===== src/rtl/pipe_pkg.sv =====
// rtl/pipe_pkg.sv - default widths and payload layout for the decode->execute stage
package pipe_pkg;

    localparam int PIPE_DATA_W = 32;
    localparam int PIPE_ALU_W  = 10;
    localparam int PIPE_SELA_W = 6;
    localparam int PIPE_SELB_W = 5;
    localparam int PIPE_SELO_W = 6;
    localparam int PIPE_CNT_W  = 16;

    typedef struct packed {
        logic [PIPE_ALU_W-1:0]  aluCtrl;
        logic [PIPE_DATA_W-1:0] imm;
        logic                   imm_en;
        logic [PIPE_SELA_W-1:0] selA;
        logic [PIPE_SELB_W-1:0] selB;
        logic [PIPE_SELO_W-1:0] selOut;
    } dec_ex_t;

endpackage


===== src/rtl/pipe_skid_reg.sv =====
// rtl/pipe_skid_reg.sv - generic valid/ready payload register with flush
module pipe_skid_reg #(
    parameter int W = 8
) (
    input  logic         clk,
    input  logic         rst,
    input  logic         flush,
    input  logic         in_valid,
    output logic         in_ready,
    input  logic [W-1:0] in_data,
    output logic         out_valid,
    input  logic         out_ready,
    output logic [W-1:0] out_data
);

    assign in_ready = !out_valid || out_ready;

    // Flush only drops valid; data keeps its last loaded value.
    always_ff @(posedge clk or posedge rst) begin
        if (rst) begin
            out_valid <= 1'b0;
            out_data  <= '0;
        end else if (flush) begin
            out_valid <= 1'b0;
        end else if (in_valid && in_ready) begin
            out_valid <= 1'b1;
            out_data  <= in_data;
        end else if (out_ready) begin
            out_valid <= 1'b0;
        end
    end

endmodule


===== src/rtl/dec_ex_pipe_stage.sv =====
// rtl/dec_ex_pipe_stage.sv - decode->execute pipeline register with handshake, flush, stall counter
// Optional SKID_BUF_EN adds a skid entry so in_ready comes straight from a flop.
module dec_ex_pipe_stage
    import pipe_pkg::*;
#(
    parameter int DATA_W = PIPE_DATA_W,
    parameter int ALU_W  = PIPE_ALU_W,
    parameter int SELA_W = PIPE_SELA_W,
    parameter int SELB_W = PIPE_SELB_W,
    parameter int SELO_W = PIPE_SELO_W,
    parameter int CNT_W  = PIPE_CNT_W
) (
    input  logic              clk,
    input  logic              rst,
    input  logic              in_valid,
    output logic              in_ready,
    input  logic [ALU_W-1:0]  in_aluCtrl,
    input  logic [DATA_W-1:0] in_imm,
    input  logic              in_imm_en,
    input  logic [SELA_W-1:0] in_selA,
    input  logic [SELB_W-1:0] in_selB,
    input  logic [SELO_W-1:0] in_selOut,
    input  logic              flush,
    output logic              out_valid,
    input  logic              out_ready,
    output logic [ALU_W-1:0]  out_aluCtrl,
    output logic [DATA_W-1:0] out_imm,
    output logic              out_imm_en,
    output logic [SELA_W-1:0] out_selA,
    output logic [SELB_W-1:0] out_selB,
    output logic [SELO_W-1:0] out_selOut,
    output logic [CNT_W-1:0]  stall_cnt
);

    localparam int PAY_W = ALU_W + DATA_W + 1 + SELA_W + SELB_W + SELO_W;

    logic [PAY_W-1:0] in_data;
    logic [PAY_W-1:0] main_in_data;
    logic [PAY_W-1:0] main_data;
    logic             main_in_valid;
    logic             main_in_ready;

    assign in_data = {in_aluCtrl, in_imm, in_imm_en, in_selA, in_selB, in_selOut};
    assign {out_aluCtrl, out_imm, out_imm_en, out_selA, out_selB, out_selOut} = main_data;

`ifdef SKID_BUF_EN
    logic             in_ready_q;
    logic             in_xfer;
    logic             skid_valid;
    logic             skid_ready;
    logic             skid_in_valid;
    logic             skid_valid_next;
    logic [PAY_W-1:0] skid_data;

    // A held skid entry always drains into main before new input.
    assign in_xfer       = in_valid && in_ready_q;
    assign main_in_valid = skid_valid || in_xfer;
    assign main_in_data  = skid_valid ? skid_data : in_data;
    assign skid_in_valid = in_xfer && !main_in_ready;

    pipe_skid_reg #(.W(PAY_W)) u_skid (
        .clk       (clk),
        .rst       (rst),
        .flush     (flush),
        .in_valid  (skid_in_valid),
        .in_ready  (skid_ready),
        .in_data   (in_data),
        .out_valid (skid_valid),
        .out_ready (main_in_ready),
        .out_data  (skid_data)
    );

    always_comb begin
        skid_valid_next = skid_valid;
        if (flush)
            skid_valid_next = 1'b0;
        else if (skid_in_valid && skid_ready)
            skid_valid_next = 1'b1;
        else if (main_in_ready)
            skid_valid_next = 1'b0;
    end

    always_ff @(posedge clk or posedge rst) begin
        if (rst)
            in_ready_q <= 1'b1;
        else
            in_ready_q <= !skid_valid_next;
    end

    assign in_ready = in_ready_q;
`else
    assign main_in_valid = in_valid;
    assign main_in_data  = in_data;
    assign in_ready      = main_in_ready;
`endif

    pipe_skid_reg #(.W(PAY_W)) u_main (
        .clk       (clk),
        .rst       (rst),
        .flush     (flush),
        .in_valid  (main_in_valid),
        .in_ready  (main_in_ready),
        .in_data   (main_in_data),
        .out_valid (out_valid),
        .out_ready (out_ready),
        .out_data  (main_data)
    );

    always_ff @(posedge clk or posedge rst) begin
        if (rst)
            stall_cnt <= '0;
        else if (out_valid && !out_ready && stall_cnt != {CNT_W{1'b1}})
            stall_cnt <= stall_cnt + CNT_W'(1);
    end

endmodule


===== config.mk =====
export PLATFORM = sky130hd
export DESIGN_NAME = dec_ex_pipe_stage
export DESIGN_NICKNAME = d
export VERILOG_FILES = /design/src/rtl/pipe_pkg.sv /design/src/rtl/pipe_skid_reg.sv /design/src/rtl/dec_ex_pipe_stage.sv
export SDC_FILE = /design/constraint.sdc
export NUM_CORES = 1
export LEC_CHECK = 0
export ABC_AREA = 1
export BUFFER_PORTS_ARGS = -buffer_cell sky130_fd_sc_hd__buf_2
export CAP_MARGIN = 5
export CELL_PAD_IN_SITES_DETAIL_PLACEMENT = 1
export CELL_PAD_IN_SITES_GLOBAL_PLACEMENT = 1
export CORE_UTILIZATION = 37
export CTS_BUF_LIST = sky130_fd_sc_hd__clkbuf_4 sky130_fd_sc_hd__clkbuf_8
export DETAILED_ROUTE_END_ITERATION = 7
export PLACE_DENSITY = 0.92
export SLEW_MARGIN = 20
export SYNTH_ARGS = -nofsm -noshare
export SYNTH_HDL_FRONTEND = slang
export SYNTH_SLANG_ARGS = --single-unit

===== constraint.sdc =====
create_clock -name clk -period 2.38 [get_ports clk]
set_input_delay 0.119 -clock clk [delete_from_list [all_inputs] [get_ports clk]]
set_output_delay 0.119 -clock clk [all_outputs]
set_load 0.02 [all_outputs]

==> results of run 1 <==
## through the flow
step / hold slack, ps / worst slack, ps / area [um2] / std cells
floorplan: 182 / 294 / 3400 / 289
global placement: 246 / 767 / 4200 / 537
detailed placement: 269 / 684 / 4200 / 537
CTS: 2.85 / 679 / 4930 / 608
global route: 1.68 / 588 / 4950 / 611
finish: 21.4 / 678 / 4950 / 611
## worst max-delay path, cell delays in order (launching register included)
cell	delay [ps]
dfrtp_1	410
nand2_4	110
nand2_4	350
buf_4	320
mux2_1	390
## cell type report
class,count,area share (%)
diodes,1,0.0506
clock buffers,9,2.50
clock inverters,7,0.961
inverters,19,1.44
multi-input cells,186,26.7
flip-flops and latches,77,38.9
well taps,108,2.73
repair buffers,204,26.6
## per-layer routing
metal / vias to the layer above / share of wire [%]
met5: - / 0
met4: 0 / 3.1
met3: 26 / 6.0
met2: 113 / 54
met1: 1417 / 37
li1: 1354 / -
## cells by family after synthesis
family / count (synthesis) / share of synthesized area [%]
AOI/OAI and AO/OA: 1 / 0.147
buffers and inverters: 26 / 4.31
adders and majority gates: 1 / 0.368
DFF: 77 / 56.7
muxes: 60 / 19.9
and+or+nand+nor: 118 / 17.0
xor gates and xnor gates: 6 / 1.55
## cell usage in the layout (no fill, tap or decap), types with 3 or more instances in the layout
cell type	n
nand2_4	4
buf_4	5
nor2_1	16
nand2_1	74
nor2_4	4
clkinv_2	3
mux2_1	60
xor2_1	4
buf_2	142
dlygate4sd3_1	57
clkbuf_8	9
inv_1	13
dfrtp_1	77
nand3_1	8
inv_2	5
## registers in the layout, summed over array words and instances (netlist names)
signal,flops
u_main.out_valid,1
u_main.out_data,60
stall_cnt,16
## power by group through the flow
| stage | clock (mW) | sequential [mW] | combinational (mW) |
|---|---|---|---|
| floorplan | 0 | 1.90 | 0.265 |
| global placement | 0 | 1.66 | 0.792 |
| detailed placement | 0 | 1.68 | 0.826 |
| CTS | 0.931 | 1.65 | 0.898 |
| global route | 0.979 | 1.69 | 0.972 |
| finish | 0.896 | 1.66 | 0.909 |
## worst paths after layout
path                                                       from                              end  slack [ps]
max in group asynchronous                                   rst  u_main.out_data[20]$_DFFE_PP0P_        1500
worst min-delay path                                  in_imm[4]  u_main.out_data[22]$_DFFE_PP0P_          20
worst max register to register     u_main.out_valid$_DFFE_PP0P_  u_main.out_data[33]$_DFFE_PP0P_         680
worst max-delay path               u_main.out_valid$_DFFE_PP0P_  u_main.out_data[33]$_DFFE_PP0P_         680
min in group asynchronous                                   rst  u_main.out_data[44]$_DFFE_PP0P_         490
worst min register to register  u_main.out_data[23]$_DFFE_PP0P_  u_main.out_data[23]$_DFFE_PP0P_         500
## what timing repair did
action	4_1_cts	5_1_grt
hold buffers	55	2
endpoints found under the hold margin	131	2
setup endpoints to repair	0	0
==> impl_metrics.env, run 1 <==
export IMPL_status="finished, violations left"
export IMPL_violations="design-rule violations"
export IMPL_cts_buffers=9
export IMPL_fillerInstances=979
export IMPL_synth_async_reset_ratio_pct=100
export IMPL_ys_ff_latch=77
export IMPL_place_congestion=0.792
export IMPL_ant_nets=0
export IMPL_wl_per_cell_um=16.4
export IMPL_rsz0062_at_grt="false"
export IMPL_final_seq_area_um2=1930
export IMPL_fin_setup_tns_ps=0
export IMPL_yosysTopAreaCell="dfrtp_1"
export IMPL_yosysSeqAreaShare_pct=56.7
export IMPL_worst_pin_slew_ps=522
export IMPL_fp_dieH_um=97.8
export IMPL_clk_pin_slew_ps=80
export IMPL_avgSynthCellArea_um2=11.8
export IMPL_drive_above_1_share_pct=36.5
export IMPL_postSynthCellCount=289
export IMPL_initial_core_util_pct=38.6
export IMPL_switching_power_mw=1.20
export IMPL_synth_edff_count=0
export IMPL_busiest_layer="met2"
export IMPL_rr_worst_depth=4
export IMPL_ys_flop_type="dfrtp_1"
export IMPL_grt_use_met1_pct=23.2
export IMPL_path_class="reg2reg"
export IMPL_cts_root_buf="clkbuf_8"
export IMPL_finalCritPeriodShare_pct=71.5
export IMPL_intPower_mw=2.26
export IMPL_final_setup_viol_count=0
export IMPL_syn_nets=355
export IMPL_num_rows=34
export IMPL_relSlewSlack_pct=65.2
export IMPL_synth_cell_types=24
export IMPL_maxCapViolCount=0
export IMPL_slew_violations=0
export IMPL_met2_usage_pct=41.0
export IMPL_io_pins=143
export IMPL_synthTopCellsByArea="dfrtp_1 (57%), mux2_1 (20%), nand2_1 (8.2%)"
export IMPL_grt_pass1_vias=3338
export IMPL_multi_input_area_um2=1320
export IMPL_required_ps=2590
export IMPL_crit_arrival_ps=1910
export IMPL_cp_end_kind="flip-flop"
export IMPL_switching_share_pct=34.7
export IMPL_total_power_mw=3.46
export IMPL_grt_total_usage_pct=21.9
export IMPL_ir_drop_mv=0.361
export IMPL_firstDrtPassIters=6
export IMPL_drt_iter0_drc=53
export IMPL_syn_cell_area_um2=3400
export IMPL_yosysMostFrequentCell="dfrtp_1"
export IMPL_grt_max_degree=41
export IMPL_drc=14
export IMPL_final_core_util_pct=56.2
export IMPL_fp_dieArea_um2=9560
export IMPL_hold_violations=0
export IMPL_final_nets=563
export IMPL_antenna_found_initial=2
export IMPL_power_density_nw_per_um2=700
export IMPL_viasPerCell=4.76
export IMPL_leakage_nw=2.48
export IMPL_crit_fanout=30
export IMPL_post_cts_setup_buffer_count=0
export IMPL_combinationalPowerShare_pct=26.3
export IMPL_fin_crit_ps=1700
export IMPL_whs_path_depth=2
export IMPL_cts_tree="built"
export IMPL_use_met3_pct=5.58
export IMPL_synth_common_cells="dfrtp_1 (77), nand2_1 (74), mux2_1 (60), nor2_1 (16), inv_1 (14)"
export IMPL_die_x_um=97.8
export IMPL_hold_path_class="in2reg"
export IMPL_dp_hpwl_um=6470
export IMPL_synthDominantCellAreaShare_pct=56.7
export IMPL_clkPwrFrac_pct=25.9
export IMPL_port_buffers=142
export IMPL_worstSetupStartpointType="flip-flop"
export IMPL_finClkSkew_ps=9.82
export IMPL_routed_wl_um=10000
export IMPL_clockBufferDepth=2
export IMPL_grt_first_pass_wirelength_um=16300
export IMPL_fmax_ghz=0.588
export IMPL_dr_total_vias=2910
export IMPL_overflow=0
export IMPL_cts_htree_levels=3
export IMPL_yosys_warnings=0
export IMPL_coreArea_um2=8810
export IMPL_synthToLayoutAreaGrowth_pct=45.7
export IMPL_cts_resized=0
export IMPL_pwr_share_seq_pct=47.9
export IMPL_worstSkewPairLatency_ps=340
export IMPL_clock_sinks=77
(Power assumes the default switching activity.)
==> run 2, diff against run 1 <==
==> constraint.sdc (replaced) <==
create_clock -name clk -period 1.65 [get_ports clk]
set_input_delay 0.0825 -clock clk [delete_from_list [all_inputs] [get_ports clk]]
set_output_delay 0.0825 -clock clk [all_outputs]
set_load 0.02 [all_outputs]
==> run 2 against run 1 <==
Against the previous run: the run still ends with design-rule violations left; via count is 0.69% higher; register-to-register slack worse by 530 ps; hold slack better by 190 ps; setup slack worse by 530 ps; die area stayed put; sequential cell count stayed put; clock skew is 2.7 ps lower; clock-buffer cell count is 1 higher; critical endpoint is now stall_cnt[8]$_DFFE_PP0P_; largest cell class unchanged; largest power group unchanged; highest routed layer unchanged.
==> impl_metrics.env, run 2 (same netlist as run 1, synthesis figures left out) <==
export IMPL_status="finished, violations left"
export IMPL_violations="design-rule violations"
export IMPL_fp_dieH_um=97.8
export IMPL_worstSetupStartpointType="flip-flop"
export IMPL_viasPerCell=4.76
export IMPL_clk_pin_slew_ps=80
export IMPL_hold_violations=0
export IMPL_grt_first_pass_wirelength_um=17400
export IMPL_fp_dieArea_um2=9560
export IMPL_slew_violations=0
export IMPL_cts_root_buf="clkbuf_8"
export IMPL_required_ps=1940
export IMPL_startpoint="stall_cnt[1]$_DFFE_PP0P_"
export IMPL_grt_pass1_vias=3477
export IMPL_drive_above_1_share_pct=36.2
export IMPL_io_pins=143
export IMPL_clockBufferDepth=2
export IMPL_ir_drop_mv=0.654
export IMPL_drc=14
export IMPL_maxCapViolCount=0
export IMPL_dp_hpwl_um=6380
export IMPL_antenna_found_initial=0
export IMPL_coreArea_um2=8810
export IMPL_fin_setup_tns_ps=0
export IMPL_grt_max_degree=78
export IMPL_port_buffers=142
export IMPL_path_class="reg2reg"
export IMPL_drt_iter0_drc=83
export IMPL_total_power_mw=5.43
export IMPL_multi_input_area_um2=1320
export IMPL_hold_path_class="in2reg"
export IMPL_cts_buffers=9
export IMPL_antenna_cells=0
export IMPL_top_regs="u_main.out_data: 60 flops, stall_cnt: 16 flops, u_main.out_valid: 1 flops"
export IMPL_wl_per_cell_um=17.3
export IMPL_final_cell_mix="buf_2 (142), dfrtp_1 (76), nand2_1 (74)"
export IMPL_layout_commonest_cell="buf_2"
export IMPL_grt_total_usage_pct=24.0
export IMPL_cts_tree="built"
export IMPL_fmax_ghz=0.665
export IMPL_place_congestion=0.758
export IMPL_largest_register_ffs=60
export IMPL_overflow=0
export IMPL_synthToLayoutAreaGrowth_pct=50.1
export IMPL_clock_sinks=77
export IMPL_final_core_util_pct=57.9
export IMPL_crit_fanout=10
export IMPL_firstDrtPassIters=6
export IMPL_die_x_um=97.8
export IMPL_ant_nets=0
export IMPL_dr_total_vias=2930
export IMPL_final_setup_viol_count=0
export IMPL_final_seq_area_um2=1930
export IMPL_routed_wl_um=10700
export IMPL_power_density_nw_per_um2=1060
export IMPL_initial_core_util_pct=38.6
export IMPL_leakage_nw=2.53
export IMPL_largest_register="u_main.out_data"
export IMPL_hold_slack_ps=207
export IMPL_fin_crit_ps=1500
export IMPL_cts_htree_levels=3
export IMPL_fillerInstances=982
export IMPL_finClkSkew_ps=7.10
export IMPL_relSlewSlack_pct=73.2
export IMPL_final_nets=569
export IMPL_finalCritPeriodShare_pct=91.1
export IMPL_num_rows=34
export IMPL_worst_pin_slew_ps=403
export IMPL_cp_end_kind="flip-flop"
export IMPL_rsz0062_at_grt="false"
export IMPL_min_from="out_ready"
export IMPL_finalWorstSetupSlack_ps=147
export IMPL_crit_arrival_ps=1790
export IMPL_r2r_start="stall_cnt[1]$_DFFE_PP0P_"
export IMPL_worstSkewPairLatency_ps=350
export IMPL_dp_slack_ps=134
run 2: stage by stage:
stage,cell area (um2),cells
floorplan,3400,289
global placement,4230,537
detailed placement,4230,537
CTS,5090,616
global route,5100,616
finish,5100,616
run 2: what timing repair did:
action,CTS,global route
setup endpoints to repair,0,7
hold buffers,63,0
endpoints found under the hold margin,138,0
buffers inserted,0,0
gates resized for setup,0,1
run 2: final timing paths:
kind | cells after the start | slack, ps | to
setup / recovery | 7 | 150 | stall_cnt[8]$_DFFE_PP0P_
hold / removal | 8 | 210 | stall_cnt[14]$_DFFE_PP0P_
setup reg to reg | 7 | 150 | stall_cnt[8]$_DFFE_PP0P_
hold reg to reg | 1 | 490 | u_main.out_data[46]$_DFFE_PP0P_
max in group asynchronous | 4 | 950 | u_main.out_data[39]$_DFFE_PP0P_
min in group asynchronous | 4 | 380 | u_main.out_data[12]$_DFFE_PP0P_
run 2: cell type report:
cell class,instances,share of cell area (%)
multi-input combinational,186,26.0
clock inverter,6,1.84
timing repair buffer,210,27.5
sequential,77,37.8
tap,108,2.65
clock buffer,10,2.70
inverter,19,1.47
run 2: metal layers:
layer  vias to the layer above  track usage, %  wire length [um]
li1                       1365               -                 -
met1                      1416            23.5              3770
met2                       115            46.3              5920
met3                        34            5.94               603
met4                         0            12.2               373
met5                         -               0                 0
run 2: critical path, stage by stage (launching register included):
cell and delay, ps:
dfrtp_1 430, ha_1 250, nand3_2 130, inv_2 150
nand4_4 190, nand2_4 170, nand2_1 70, nand2_1 70
run 2: power breakdown:
| part | leakage (nW) | internal (mW) | switching (mW) | total (mW) |
|---|---|---|---|---|
| logic | 1.49 | 0.569 | 0.798 | 1.37 |
| registers | 0.931 | 2.18 | 0.224 | 2.40 |
| clock network | 0.113 | 0.904 | 0.755 | 1.66 |
| total | 2.53 | 3.65 | 1.78 | 5.43 |
